`config.mk`:
```
export PLATFORM = sky130hd
export DESIGN_NAME = gemm_psum_drain_flat
export DESIGN_NICKNAME = d
export VERILOG_FILES = /design/src/rtl/gemm_psum_drain_if.sv /design/src/rtl/gemm_psum_drain.sv /design/src/flat_wrapper.sv
export SDC_FILE = /design/constraint.sdc
export NUM_CORES = 1
export LEC_CHECK = 0
export CAP_MARGIN = 0
export CORE_ASPECT_RATIO = 0.75
export CORE_MARGIN = 2
export CORE_UTILIZATION = 35
export DETAILED_ROUTE_END_ITERATION = 7
export GPL_ROUTABILITY_DRIVEN = 0
export PLACE_DENSITY_LB_ADDON = 0.12
export SYNTH_ARGS = -nofsm -noshare
export SYNTH_HDL_FRONTEND = slang
export SYNTH_SLANG_ARGS = --single-unit
export TNS_END_PERCENT = 30
```
`constraint.sdc`:
```
create_clock -name clk -period 13.7 [get_ports clk]
set_clock_uncertainty 0.05 [all_clocks]
set_input_delay 3.425 -clock clk [delete_from_list [all_inputs] [get_ports clk]]
set_output_delay 3.425 -clock clk [all_outputs]
set_load 0.05 [all_outputs]
```
`src/rtl/gemm_psum_drain_if.sv`:
```
// Bundle of the partial-sum drain ports: skewed column inputs from the array,
// aligned row output with valid/ready, and feeder backpressure/status.
interface gemm_psum_drain_if #(
  parameter int N          = 4,
  parameter int P_BITWIDTH = 24
);
  logic [N-1:0]            psum_valid;
  logic [N*P_BITWIDTH-1:0] psum_in;
  logic [15:0]             cfg_rows;
  logic                    out_valid;
  logic                    out_ready;
  logic [N*P_BITWIDTH-1:0] out_data;
  logic                    out_last;
  logic                    drain_full;
  logic                    overflow_err;

  modport master (
    output psum_valid, psum_in, cfg_rows, out_ready,
    input  out_valid, out_data, out_last, drain_full, overflow_err
  );

  modport slave (
    input  psum_valid, psum_in, cfg_rows, out_ready,
    output out_valid, out_data, out_last, drain_full, overflow_err
  );
endinterface

```
`src/rtl/gemm_psum_drain.sv`:
```
// Deskews the bottom-row partial sums of a systolic array through per-column
// FIFOs and emits aligned rows with tile-end marking and feeder backpressure.
module gemm_psum_drain #(
  parameter int N          = 4,
  parameter int P_BITWIDTH = 24,
  parameter int DEPTH      = 8
) (
  input  logic             clk,
  input  logic             rst,
  gemm_psum_drain_if.slave bus
);
  localparam int AW = $clog2(DEPTH);
  localparam int CW = AW + 1;
  localparam logic [CW-1:0] FULL_CNT  = CW'(DEPTH);
  localparam logic [CW-1:0] DRAIN_CNT = CW'(DEPTH - N);

  logic signed [P_BITWIDTH-1:0] mem [N][DEPTH];
  logic [AW-1:0] wr_ptr [N];
  logic [AW-1:0] rd_ptr [N];
  logic [CW-1:0] count  [N];
  logic [N-1:0]  not_empty;
  logic [N-1:0]  full;
  logic [N-1:0]  push;
  logic [N-1:0]  drop;
  logic          pop;

  logic signed [P_BITWIDTH-1:0] row_p1 [N];
  logic          vld_p1;
  logic          last_p1;
  logic          ovf;
  logic [15:0]   row_cnt;

  always_comb begin
    not_empty = '0;
    full      = '0;
    push      = '0;
    drop      = '0;
    for (int j = 0; j < N; j++) begin
      not_empty[j] = (count[j] != '0);
      full[j]      = (count[j] == FULL_CNT);
    end
    // A full FIFO may still accept a word when the same edge pops a row.
    for (int j = 0; j < N; j++) begin
      push[j] = bus.psum_valid[j] && (!full[j] || pop);
      drop[j] = bus.psum_valid[j] && full[j] && !pop;
    end
  end

  assign pop = (&not_empty) && (!vld_p1 || bus.out_ready);

  // ---- stage p0: column FIFO storage (data only, never reset)
  always_ff @(posedge clk) begin
    for (int j = 0; j < N; j++) begin
      if (push[j] && !rst)
        mem[j][wr_ptr[j]] <= $signed(bus.psum_in[j*P_BITWIDTH +: P_BITWIDTH]);
    end
  end

  always_ff @(posedge clk) begin
    if (rst) begin
      for (int j = 0; j < N; j++) begin
        wr_ptr[j] <= '0;
        rd_ptr[j] <= '0;
        count[j]  <= '0;
      end
      ovf <= 1'b0;
    end else begin
      for (int j = 0; j < N; j++) begin
        if (push[j])
          wr_ptr[j] <= wr_ptr[j] + 1'b1;
        if (pop)
          rd_ptr[j] <= rd_ptr[j] + 1'b1;
        case ({push[j], pop})
          2'b10:   count[j] <= count[j] + 1'b1;
          2'b01:   count[j] <= count[j] - 1'b1;
          default: count[j] <= count[j];
        endcase
      end
      if (|drop)
        ovf <= 1'b1;
    end
  end

  // ---- stage p1: aligned output row register, held while the consumer stalls
  always_ff @(posedge clk) begin
    if (rst) begin
      vld_p1  <= 1'b0;
      last_p1 <= 1'b0;
      row_cnt <= '0;
      for (int j = 0; j < N; j++)
        row_p1[j] <= '0;
    end else if (pop) begin
      vld_p1 <= 1'b1;
      for (int j = 0; j < N; j++)
        row_p1[j] <= mem[j][rd_ptr[j]];
      if (row_cnt == bus.cfg_rows - 16'd1) begin
        last_p1 <= 1'b1;
        row_cnt <= '0;
      end else begin
        last_p1 <= 1'b0;
        row_cnt <= row_cnt + 16'd1;
      end
    end else if (bus.out_ready) begin
      vld_p1 <= 1'b0;
    end
  end

  for (genvar j = 0; j < N; j++) begin : g_pack
    assign bus.out_data[j*P_BITWIDTH +: P_BITWIDTH] = row_p1[j];
  end

  assign bus.out_valid    = vld_p1;
  assign bus.out_last     = last_p1;
  assign bus.overflow_err = ovf;
  // Threshold leaves N cycles of margin for rows already launched into the array.
  assign bus.drain_full   = (count[0] >= DRAIN_CNT);
endmodule

```
`src/flat_wrapper.sv`:
```
// flat-port wrapper written by rule: the top's interface ports become plain ports
module gemm_psum_drain_flat 
#(
  parameter int N          = 4,
  parameter int P_BITWIDTH = 24,
  parameter int DEPTH      = 8
)
  (clk, rst, bus_psum_valid, bus_psum_in, bus_cfg_rows, bus_out_ready, bus_out_valid, bus_out_data, bus_out_last, bus_drain_full, bus_overflow_err);
  gemm_psum_drain_if #(.N(N), .P_BITWIDTH(P_BITWIDTH)) bus_i ();
  input  logic clk;
  input  logic rst;
  input wire logic [$bits(bus_i.psum_valid)-1:0] bus_psum_valid;
  input wire logic [$bits(bus_i.psum_in)-1:0] bus_psum_in;
  input wire logic [$bits(bus_i.cfg_rows)-1:0] bus_cfg_rows;
  input wire logic [$bits(bus_i.out_ready)-1:0] bus_out_ready;
  output wire logic [$bits(bus_i.out_valid)-1:0] bus_out_valid;
  output wire logic [$bits(bus_i.out_data)-1:0] bus_out_data;
  output wire logic [$bits(bus_i.out_last)-1:0] bus_out_last;
  output wire logic [$bits(bus_i.drain_full)-1:0] bus_drain_full;
  output wire logic [$bits(bus_i.overflow_err)-1:0] bus_overflow_err;
  assign bus_i.psum_valid = bus_psum_valid;
  assign bus_i.psum_in = bus_psum_in;
  assign bus_i.cfg_rows = bus_cfg_rows;
  assign bus_i.out_ready = bus_out_ready;
  assign bus_out_valid = bus_i.out_valid;
  assign bus_out_data = bus_i.out_data;
  assign bus_out_last = bus_i.out_last;
  assign bus_drain_full = bus_i.drain_full;
  assign bus_overflow_err = bus_i.overflow_err;
  gemm_psum_drain #(.N(N), .P_BITWIDTH(P_BITWIDTH), .DEPTH(DEPTH)) u_core (.clk(clk), .rst(rst), .bus(bus_i));
endmodule
```
## Word-level counts from Yosys, hierarchy flattened

Memories as Yosys holds them, arrays and structs flattened.
Cells that the tools add are included.

| word-level totals | value |
|---|---|
| register bits | 19 |
| memory bits (writable) | 904 |
| input bits | 119 |
| output and inout bits | 100 |
| word-level logic and storage cells | 238 |
| memories | 5 |

| cells by class | value |
|---|---|
| add/sub/neg operators | 18 |
| magnitude comparators | 13 |
| equality and inequality tests | 13 |
| mux-type cells | 109 |
| bitwise gates (word level) | 32 |
| reductions and logical operators | 44 |

Memories:

| memory | words | bits a word | rd ports | clocked after Yosys merged registers in | wr ports | line | text |
|---|---|---|---|---|---|---|---|
| u_core.mem | 4 | 192 | 4 | 0 | 4 | gemm_psum_drain.sv:17 | `logic signed [P_BITWIDTH-1:0] mem [N][DEPTH];` |
| u_core.row_p1 | 4 | 24 | 4 | 0 | 4 | gemm_psum_drain.sv:27 | `logic signed [P_BITWIDTH-1:0] row_p1 [N];` |
| u_core.count | 4 | 4 | 4 | 0 | 4 | gemm_psum_drain.sv:20 | `logic [CW-1:0] count [N];` |
| u_core.rd_ptr | 4 | 3 | 4 | 0 | 4 | gemm_psum_drain.sv:19 | `logic [AW-1:0] rd_ptr [N];` |
| u_core.wr_ptr | 4 | 3 | 4 | 0 | 4 | gemm_psum_drain.sv:18 | `logic [AW-1:0] wr_ptr [N];` |

Operators with widths:

| operator | number |
|---|---|
| $mux 192 | 4 |
| $mux 24 | 16 |
| $bmux 24 s3 | 4 |
| $demux 24 s3 | 4 |
| $mux 1 | 60 |
| $mux 4 | 12 |
| $ge 4x4->1 const B | 8 |
| $not 3->4 | 8 |
| $add 3x1->3 const B | 8 |
| $mux 3 | 8 |
| $or 1x1->1 | 24 |
| $logic_and 1x1->1 | 21 |
| $add 16x1->16 const B | 1 |
| $add 4x1->4 const B | 4 |
| $eq 16x16->1 | 1 |
| $eq 4x4->1 const B | 4 |
| $lt 4x1->1 const B | 4 |
| $mux 16 | 1 |
| $reduce_bool 4->1 | 4 |
| $sub 16x1->16 const B | 1 |
| $sub 4x1->4 const B | 4 |
| $eq 2x1->1 const B | 4 |
| $eq 2x2->1 const B | 4 |
| $reduce_or 2->1 | 4 |
| 6 further kinds | 16 |

## Depth between registers and ports, before layout

Gate-level depths: netlist (run 1).

| depth | value |
|---|---|
| depth in word-level cells | 12 |
| mapped depth | 15 |
| mapped depth without buffers | 15 |

## Worst setup path before layout (run 1)

Ideal clock, no wire load.

| path | value |
|---|---|
| kind | input -> register |
| from | in bus_out_ready |
| to | mem u_core.rd_ptr[0][0] (netlist bit) (enable) |
| setup time | 0.988 ns |
| data arrival time | 6.057 ns |
| data required time | 12.662 ns |
| setup slack | 6.605 ns |
| stages on the path | 4 |
| buffers on the path | 1 |
| path through | or2b_2 -> nand2b_4 -> clkbuf_1 -> nand2b_1 |

RTL lines:

| item | line | text |
|---|---|---|
| start: declaration | flat_wrapper.sv:15 | `input wire logic [$bits(bus_i.out_ready)-1:0] bus_out_ready;` |
| end: declaration | gemm_psum_drain.sv:19 |  |

==> impl_metrics.tcl, run 1 <==
set metrics [dict create \
    maxCapViolCount 0 \
    path_buf_inv 3 \
    synthArstFlopShare_pct 0 \
    synth_top_area_cell "edfxtp_1" \
    grt_max_degree 64 \
    worst-setup-path-type "input pin to flop" \
    synth.top_cells.by_area "edfxtp_1 (76%), mux4_2 (12%), mux2i_1 (2.8%), nor2_1 (1.9%), dfxtp_1 (1.1%)" \
    seqPwrFrac_pct 42.2 \
    overflow 0 \
    avgViaCountPerCell 4.93 \
    via_count 17000 \
    cts_tree "yes" \
    crit_arrival_ns 6.32 \
    syn_avg_cell_area_um2 20.4 \
    fin_setup_tns_ns 0 \
    fp.dieW_um 373 \
    clock_latency_ns 0.68 \
    drtIter0Drc 974 \
    min_period_ns 6.02 \
    rsz0062_at_grt "no" \
    switchingPower_mw 2.65 \
    power.share.combinational_pct 27.7 \
    ys_ff_latch 923 \
    io_buffers 218 \
    io_pins 219 \
    finalSetupViolCount 0 \
    finalCritPeriodShare_pct 43.9 \
    htree_levels 3 \
    finalHoldViolations 0 \
    post-cts-setup-buffer-count 0 \
    synth_edf_count 904 \
    antenna_left 0 \
    yosysUniqueCellTypes 56 \
    hold_path.class "flop to flop" \
    grt_pass1_vias 18200 \
    clock_path_buffers 3 \
    yosysSeqAreaShare_pct 76.9 \
    wirelength_um 78300 \
    worstMarginPinSlew_ns 1.09 \
    seqCellArea_um2 27500 \
    clk_pin_slew_ns 0.06 \
    swShare_pct 31.1 \
    slowest_delay_ns 0.79 \
    syn_nets 1899 \
    cts-resized-gates 0 \
    cp-end-kind "flop" \
    grtUsageTotal_pct 15.0 \
    antenna_found_initial 7 \
    cts_buffers 97 \
    fillers 8907 \
    drc_errors 0 \
    yosysTopAreaCellShare_pct 75.8 \
    cp_max_fo 16 \
    synth_area_um2 35800 \
    fin_util_pct 42.3 \
    multi_input_area_um2 8020 \
    powerDensity_nw_per_um2 199 \
    yosysWarningCount 0 \
    clock_sinks 923 \
    drt-pass1-iter-count 5 \
    layout-drive-gt1-share_pct 20.1 \
    cts_root_buffer "clkbuf_16" \
    slew_headroom_pct 27.3 \
    dieArea_um2 105000 \
    slowest_stage "nor3_2" \
    cp_top_family "simple AND/OR/NAND/NOR gates" \
    synth_cells 1757 \
    cp_cell_sequence "clkdlybuf4s50_1 -> or2b_2 -> nand2b_4 -> inv_2 -> o21ai_1 -> nor2_1 -> nand2_1 -> nor3_2 -> buf_4" \
    fin_area_um2 42900 \
    leakage_nw 13.7 \
    cp-start-kind "input pin" \
    die_h_um 281 \
    postPlaceCellArea_um2 39800 \
    status "finished clean" \
    cts_hold_buf 0 \
    core_region_area_um2 101000 \
    num_rows 101 \
    fin_nets 2182 \
    p_clk_share_pct 30.1 \
    max_freq_ghz 0.166 \
    area_growth_pct 19.8 \
    report.final.slew_viol_count 0 \
    wl_per_cell_um 22.7 \
    dp.cells 3280 \
    start_util_pct 35.3 \
    grt_first_pass_wirelength_um 116000 \
    fin_cells 3453 \
    ys.flop_type "edfxtp_1" \
    ir_drop_mv 0.110 \
    cp.required_ns 14.00 \
    internal_power_mw 5.87 \
    hpwl_um 43100 \
]
worst min-delay path, stage by stage, from the launching register on:
cell and delay [ns]:
dfxtp_1 0.32, nand2_1 0.06, a21oi_1 0.06
layout by cell type, fill, tap and decap left out, types with 9 or more instances in the layout:
| cell type | instances |
|---|---|
| nand2b_1 | 16 |
| a21oi_1 | 15 |
| buf_4 | 43 |
| nor2_1 | 155 |
| clkbuf_16 | 99 |
| xor2_1 | 17 |
| nor2_2 | 20 |
| mux2i_1 | 101 |
| clkinv_1 | 22 |
| edfxtp_1 | 904 |
| nor3_1 | 18 |
| dfxtp_1 | 19 |
| mux4_2 | 192 |
| ha_1 | 23 |
| nand2_1 | 35 |
| nor3_2 | 9 |
| bufinv_16 | 9 |
| xnor2_1 | 31 |
| clkbuf_1 | 18 |
| clkinv_2 | 10 |
| clkdlybuf4s50_1 | 217 |
| inv_1 | 20 |
layer usage:
| layer | GRT usage, % | wire (um) | vias to the layer above |
|---|---|---|---|
| li1 | - | - | 7645 |
| met1 | 20.4 | 36100 | 8961 |
| met2 | 24.3 | 37000 | 289 |
| met3 | 3.84 | 3670 | 106 |
| met4 | 3.52 | 1400 | 12 |
| met5 | 0 | 65 | - |
area by class of cell:
class | instances | area share [%]
sequential | 923 | 64.2
multi-input combinational | 736 | 18.7
clock buffer | 117 | 5.93
timing repair buffer | 261 | 5.83
tap | 1339 | 3.91
clock inverter | 55 | 1.27
inverter | 21 | 0.184
antenna | 1 | 0.00583
cells by family (layout without fill, tap and decap cells):
kind of cell / Yosys count / in the layout / synth area share, %
AOI/OAI and AO/OA: 45 / 45 / 0.783
xor gates and xnor gates: 48 / 48 / 1.17
adders and majority gates: 23 / 23 / 0.804
buffers and inverters: 98 / 454 / 1.10
DFF: 923 / 923 / 76.9
muxes: 295 / 295 / 15.0
other: 0 / 1 / 0
and+or+nand+nor: 325 / 325 / 4.29
power by group through the flow:
stage / Clock (mW) / Combinational, mW / Sequential (mW)
floorplan: 0 / 1.23 / 4.06
global placement: 0 / 2.40 / 3.66
detailed placement: 0 / 2.42 / 3.66
CTS: 2.66 / 2.43 / 3.61
global route: 2.76 / 2.55 / 3.63
finish: 2.57 / 2.36 / 3.60
final timing paths:
kind / start / end / slack, ns / depth (start not counted)
min reg2reg: u_core.bus.out_last / u_core.bus.out_last / 0.43 / 2
min: u_core.bus.out_last / u_core.bus.out_last / 0.43 / 2
max reg2reg: u_core.count[3][0] / u_core.mem[1][156] / 9.46 / 11
max: bus_out_ready / u_core.mem[1][156] / 7.68 / 9
flip-flops by register name, summed over array words and instances (netlist names):
register,count
u_core.row_p1,96
u_core.wr_ptr,12
u_core.rd_ptr,12
u_core.bus.overflow_err,1
u_core.count,16
u_core.row_cnt,16
u_core.bus.out_last,1
u_core.bus.out_valid,1
u_core.mem,768
Yosys cell counts, types with 3 or more instances:
cell type and count:
edfxtp_1 904, mux4_2 192, nor2_1 179, mux2i_1 101, clkbuf_1 47, nand2_1 35
xnor2_1 31, nor3_1 26, ha_1 23, inv_1 20, buf_1 19, dfxtp_1 19
nand2b_1 18, xor2_1 17, a21oi_1 15, and2_1 8, and3_1 8, buf_2 8
nand3_1 8, nor4_1 8, o21ai_0 6, or3_1 6, or2_2 5, nand4_1 4
nor3b_1 4, o21ai_1 4, o21bai_1 4, a31oi_1 3
metrics by stage:
stage / hold slack (ns) / total power [mW] / setup WS, ns
after floorplan: 0.423 / 5.29 / 6.61
after global placement: 0.403 / 6.06 / 6.98
after detailed placement: 0.417 / 6.09 / 6.88
after CTS: 0.433 / 8.69 / 7.61
after global routing: 0.473 / 8.94 / 7.33
final: 0.429 / 8.52 / 7.68
No activity file was read; power rests on OpenSTA's default activity.
==> inputs of run 2 (changes only) <==
==> constraint.sdc (replaced) <==
create_clock -name clk -period 4.85 [get_ports clk]
set_clock_uncertainty 0.05 [all_clocks]
set_input_delay 1.2125 -clock clk [delete_from_list [all_inputs] [get_ports clk]]
set_output_delay 1.2125 -clock clk [all_outputs]
set_load 0.05 [all_outputs]
==> impl_metrics.tcl, run 2 (same netlist as run 1, synthesis figures left out) <==
set metrics [dict create \
    status "finished clean" \
    r2r_end "u_core.count[2][2]" \
    grt_max_degree 53 \
    worstMarginPinSlew_ns 1.05 \
    antenna_cells 0 \
    io_pins 219 \
    slew_headroom_pct 29.8 \
    finalSetupViolCount 0 \
    multi_input_area_um2 8000 \
    clock_sinks 923 \
    fillers 8918 \
    seqPwrFrac_pct 42.6 \
    swShare_pct 30.9 \
    report.final.slew_viol_count 0 \
    htree_levels 3 \
    maxCapViolCount 0 \
    grt_pass1_vias 18000 \
    die_h_um 281 \
    internal_power_mw 16.4 \
    wl_per_cell_um 22.0 \
    reg2reg_from "u_core.count[3][0]" \
    seqCellArea_um2 27500 \
    ir_drop_mv 0.249 \
    finalCritPeriodShare_pct 78.2 \
    dr_wl_met3_um 3120 \
    path_buf_inv 3 \
    hpwl_um 42500 \
    drt-met1-wl_um 35000 \
    antenna_left 0 \
    min_period_ns 3.79 \
    worst-setup-path-type "flop to flop" \
    post-cts-setup-buffer-count 0 \
    hold_depth 2 \
    fin_nets 2193 \
    leakage_nw 13.8 \
    rrSetupSlack_ns 1.06 \
    drt-pass1-iter-count 4 \
    antenna_found_initial 5 \
    hold_path_end "u_core.bus.out_last" \
    mostFrequentLayoutCell "edfxtp_1" \
    powerDensity_nw_per_um2 555 \
    io_buffers 218 \
    topRoutingLayerUsed "met5" \
    via_count 17000 \
    avgViaCountPerCell 4.90 \
    hp-start "u_core.bus.out_last" \
    cp_cell_sequence "inv_1 -> ha_1 -> nor3b_1 -> or4_1 -> nand2b_4 -> inv_2 -> o21ai_1 -> buf_4 -> ha_1 -> nand2b_1 -> xnor2_1 -> ha_1 -> nor3_1 -> a21oi_1 -> xor2_1 -> nor2_1" \
    fin_area_um2 42900 \
    grtUsageTotal_pct 14.6 \
    wirelength_um 76100 \
    hold_slack_ns 0.412 \
    cts_hold_buf 0 \
    rsz0062_at_grt "no" \
    clock_latency_ns 0.67 \
    hold_path.class "flop to flop" \
    cts_root_buffer "clkbuf_16" \
    crit_top_cell "ha_1" \
    largest_reg_flops 768 \
    clk_pin_slew_ns 0.06 \
    core_region_area_um2 101000 \
    crit_arrival_ns 4.14 \
    cp-start-kind "flop" \
    cp_top_family "simple AND/OR/NAND/NOR gates" \
    fin_util_pct 42.3 \
    num_rows 101 \
    start_util_pct 35.3 \
    finalHoldViolations 0 \
    cp_max_fo 16 \
    cts_buffers 96 \
    fin_setup_tns_ns 0 \
    cts_tree "yes" \
    dr_wl_met2_um 36500 \
    drc_errors 0 \
    power.share.combinational_pct 28.2 \
    drtIter0Drc 1150 \
    overflow 0 \
    max_freq_ghz 0.264 \
    rr_worst_depth 16 \
    post-place-ws_ns 0.659 \
    cts-resized-gates 0 \
    fin_ws_ns 1.06 \
    cp-end-kind "flop" \
    slowest_delay_ns 0.49 \
    dieArea_um2 105000 \
    switchingPower_mw 7.36 \
    fp.dieW_um 373 \
    postPlaceCellArea_um2 39900 \
    area_growth_pct 19.7 \
    layout_common_cells "edfxtp_1 (904), clkdlybuf4s50_1 (217), mux4_2 (192)" \
    p_clk_share_pct 29.2 \
    grt_first_pass_wirelength_um 114000 \
    slowest_stage "or4_1" \
    clock_path_buffers 3 \
    cp.required_ns 5.20 \
    layout-drive-gt1-share_pct 20.1 \
]
-- run 2: per-layer routing --
metal / vias up / GRT usage (%)
li1: 7667 / -
met1: 8892 / 19.9
met2: 288 / 23.8
met3: 100 / 3.23
met4: 6 / 3.51
met5: - / 0
-- run 2: metrics by stage --
step	total power, mW	cells
2_1_floorplan	14.9	1757
3_3_place_gp	17.1	3292
3_5_place_dp	17.2	3292
4_1_cts	24.3	3460
5_1_grt	25.0	3460
6_report	23.8	3460
-- run 2: how the worst max path moves through the flow --
stage	from	end	cells past startpoint
after detailed placement	bus_out_ready	u_core.count[2][2]	14
after global placement	bus_out_ready	u_core.count[2][2]	14
after CTS	u_core.count[3][0]	u_core.mem[1][191]	11
after floorplan	bus_out_ready	u_core.mem[0][168]	6
final	u_core.count[3][0]	u_core.count[2][2]	16
after global routing	u_core.count[3][0]	u_core.count[2][2]	16
-- run 2: layout make-up --
| type | count | share of cell area [%] |
|---|---|---|
| multi-input cells | 736 | 18.7 |
| repair buffers | 273 | 6.19 |
| clock buffers | 113 | 5.80 |
| clock inverters | 55 | 1.04 |
| well taps | 1339 | 3.91 |
| inverters | 21 | 0.184 |
| flip-flops and latches | 923 | 64.2 |
-- run 2: worst min-delay path: stages (launching register included) --
cell and delay [ns]:
dfxtp_1 0.31, nand2_1 0.05, a21oi_1 0.05
-- run 2: power by group through the flow --
stage	Clock [mW]	Sequential (mW)	Combinational, mW
floorplan	0	11.4	3.48
global placement	0	10.3	6.85
detailed placement	0	10.3	6.91
CTS	7.19	10.1	6.92
global route	7.49	10.2	7.27
finish	6.94	10.1	6.72
==> patch (settings of run 2) <==
`N` is set to 4 in 3 places; all go to 2.
--- a/src/rtl/gemm_psum_drain_if.sv
+++ b/src/rtl/gemm_psum_drain_if.sv
@@ -1,7 +1,7 @@
 // Bundle of the partial-sum drain ports: skewed column inputs from the array,
 // aligned row output with valid/ready, and feeder backpressure/status.
 interface gemm_psum_drain_if #(
-  parameter int N          = 4,
+  parameter int N          = 2,
   parameter int P_BITWIDTH = 24
 );
   logic [N-1:0]            psum_valid;
--- a/src/rtl/gemm_psum_drain.sv
+++ b/src/rtl/gemm_psum_drain.sv
@@ -1,7 +1,7 @@
 // Deskews the bottom-row partial sums of a systolic array through per-column
 // FIFOs and emits aligned rows with tile-end marking and feeder backpressure.
 module gemm_psum_drain #(
-  parameter int N          = 4,
+  parameter int N          = 2,
   parameter int P_BITWIDTH = 24,
   parameter int DEPTH      = 8
 ) (
--- a/src/flat_wrapper.sv
+++ b/src/flat_wrapper.sv
@@ -1,7 +1,7 @@
 // flat-port wrapper written by rule: the top's interface ports become plain ports
 module gemm_psum_drain_flat 
 #(
-  parameter int N          = 4,
+  parameter int N          = 2,
   parameter int P_BITWIDTH = 24,
   parameter int DEPTH      = 8
 )
Ports: changed (resized bus_out_data, bus_psum_in and bus_psum_valid); port bits go from 219 to 121. The function was not compared with the original's and may differ.
==> patch against run 2 <==
Register-to-register slack improved by 0.56 ns; area after synthesis decreased by 48%; worst setup slack improved by 0.018 ns; total power decreased by 50%; cell area decreased by 48%; critical path depth decreased by 9; die area decreased by 47%; routed wire length decreased by 47%; sequential cell count decreased by 452; largest cell class unchanged; largest power group unchanged.
==> patch: results (changes against run 2) <==
Place
  • DP Wirelength: 22200 um (was 42500 um)
  • Port bufs: 120 (was 218)

Routing
  • DRT iter0 DRCs: 505 (was 1150)
  • DR vias/cell: 4.89 (was 4.90)
  • WL final: 40000 um (was 76100 um)

Logic synthesis
  • Synth top cells by count: edfxtp_1, nor2_1, mux4_2 (was edfxtp_1, mux4_2, nor2_1)
  • Sequential area share after synthesis: 74.9% (was 76.9%)
  • Synth area leaders: edfxtp_1, mux4_2, mux2i_1 (unchanged)
  • Post-synth EDFFs: 452 (was 904)

Layout
  • Combined flip-flop and latch cell area: 14000 um^2 (was 27500 um^2)
  • Final nets: 1208 (was 2193)
  • Share of cells above drive strength 1: 19.3% (was 20.1%)
  • Filler cell count: 4708 (was 8918)
  • Max reg flops: 384 (was 768)

GRT
  • Total GRT Usage: 14.6% (about the same)
  • Initial antenna violation count: 3 (was 5)
  • First-pass GRT wire length: 59800 um (was 114000 um)
  • Largest net degree at the start of global routing: 51 (was 53)

Critical path
  • CP max stage delay: 0.82 ns (was 0.49 ns)
  • Max FO, Critical Path: 13 (was 16)
  • Crit path arrival time: 4.15 ns (was 4.14 ns)

Clock tree
  • Depth of the CTS H-tree: 2 (was 3)
  • CTS Buf Count: 50 (was 96)
  • Worst skew pair latency: 0.59 ns (was 0.67 ns)

STA
  • Worst-Margin Slew: 1.03 ns (was 1.05 ns)

Power and ir drop
  • VDD IR-drop max: 222 uV (was 249 uV)

Status
  • Status: finished, final reports clean (unchanged)
## patch: layer usage
layer | track usage, % | wire length (um)
met1 | 20.8 | 19100
met3 | 3.19 | 1870
met4 | 4.16 | 776
met5 | 0 | 35
met2 | 22.6 | 18300
## patch: final cells by class
| type | instances | share of cell area (%) |
|---|---|---|
| flip-flops and latches | 471 | 62.2 |
| multi-input cells | 434 | 20.0 |
| repair buffers | 153 | 6.57 |
| clock buffers | 57 | 5.79 |
| well taps | 712 | 3.97 |
| clock inverters | 35 | 1.16 |
| inverters | 16 | 0.268 |
## patch: cells by family after synthesis
logic type | synth area share (%)
AOI/OAI and AO/OA | 1.80
xor gates and xnor gates | 1.88
adders and majority gates | 0.874
buffers and inverters | 1.30
DFF | 74.9
muxes | 14.2
and+or+nand+nor | 5.02
## patch: tightest hold or removal path: cells and delay by family (launching register included)
kind | cells | cell delay [ns]
simple gates | 2 | 0.11
flops | 1 | 0.33
## patch: final timing paths
check | from | to | cells after the start
setup / recovery | bus_cfg_rows[2] | u_core.row_cnt[3] | 7
hold reg to reg | u_core.bus.overflow_err | u_core.bus.overflow_err | 2
setup reg to reg | u_core.count[1][0] | u_core.count[1][2] | 12
hold / removal | u_core.bus.overflow_err | u_core.bus.overflow_err | 2
## patch: power breakdown
| part | leakage [nW] | internal (mW) | switching (mW) |
|---|---|---|---|
| registers | 4.37 | 4.92 | 0.186 |
| clock network | 0.768 | 2.08 | 1.55 |
| logic | 2.08 | 1.29 | 1.89 |
## patch: per-stage QoR
stage / hold slack [ns] / setup slack [ns] / std cells
after floorplan: 0.442 / 0.770 / 965
after global placement: 0.405 / 0.560 / 1786
after detailed placement: 0.427 / 0.470 / 1786
after CTS: 0.441 / 1.08 / 1878
after global routing: 0.464 / 0.810 / 1878
final: 0.429 / 1.08 / 1878
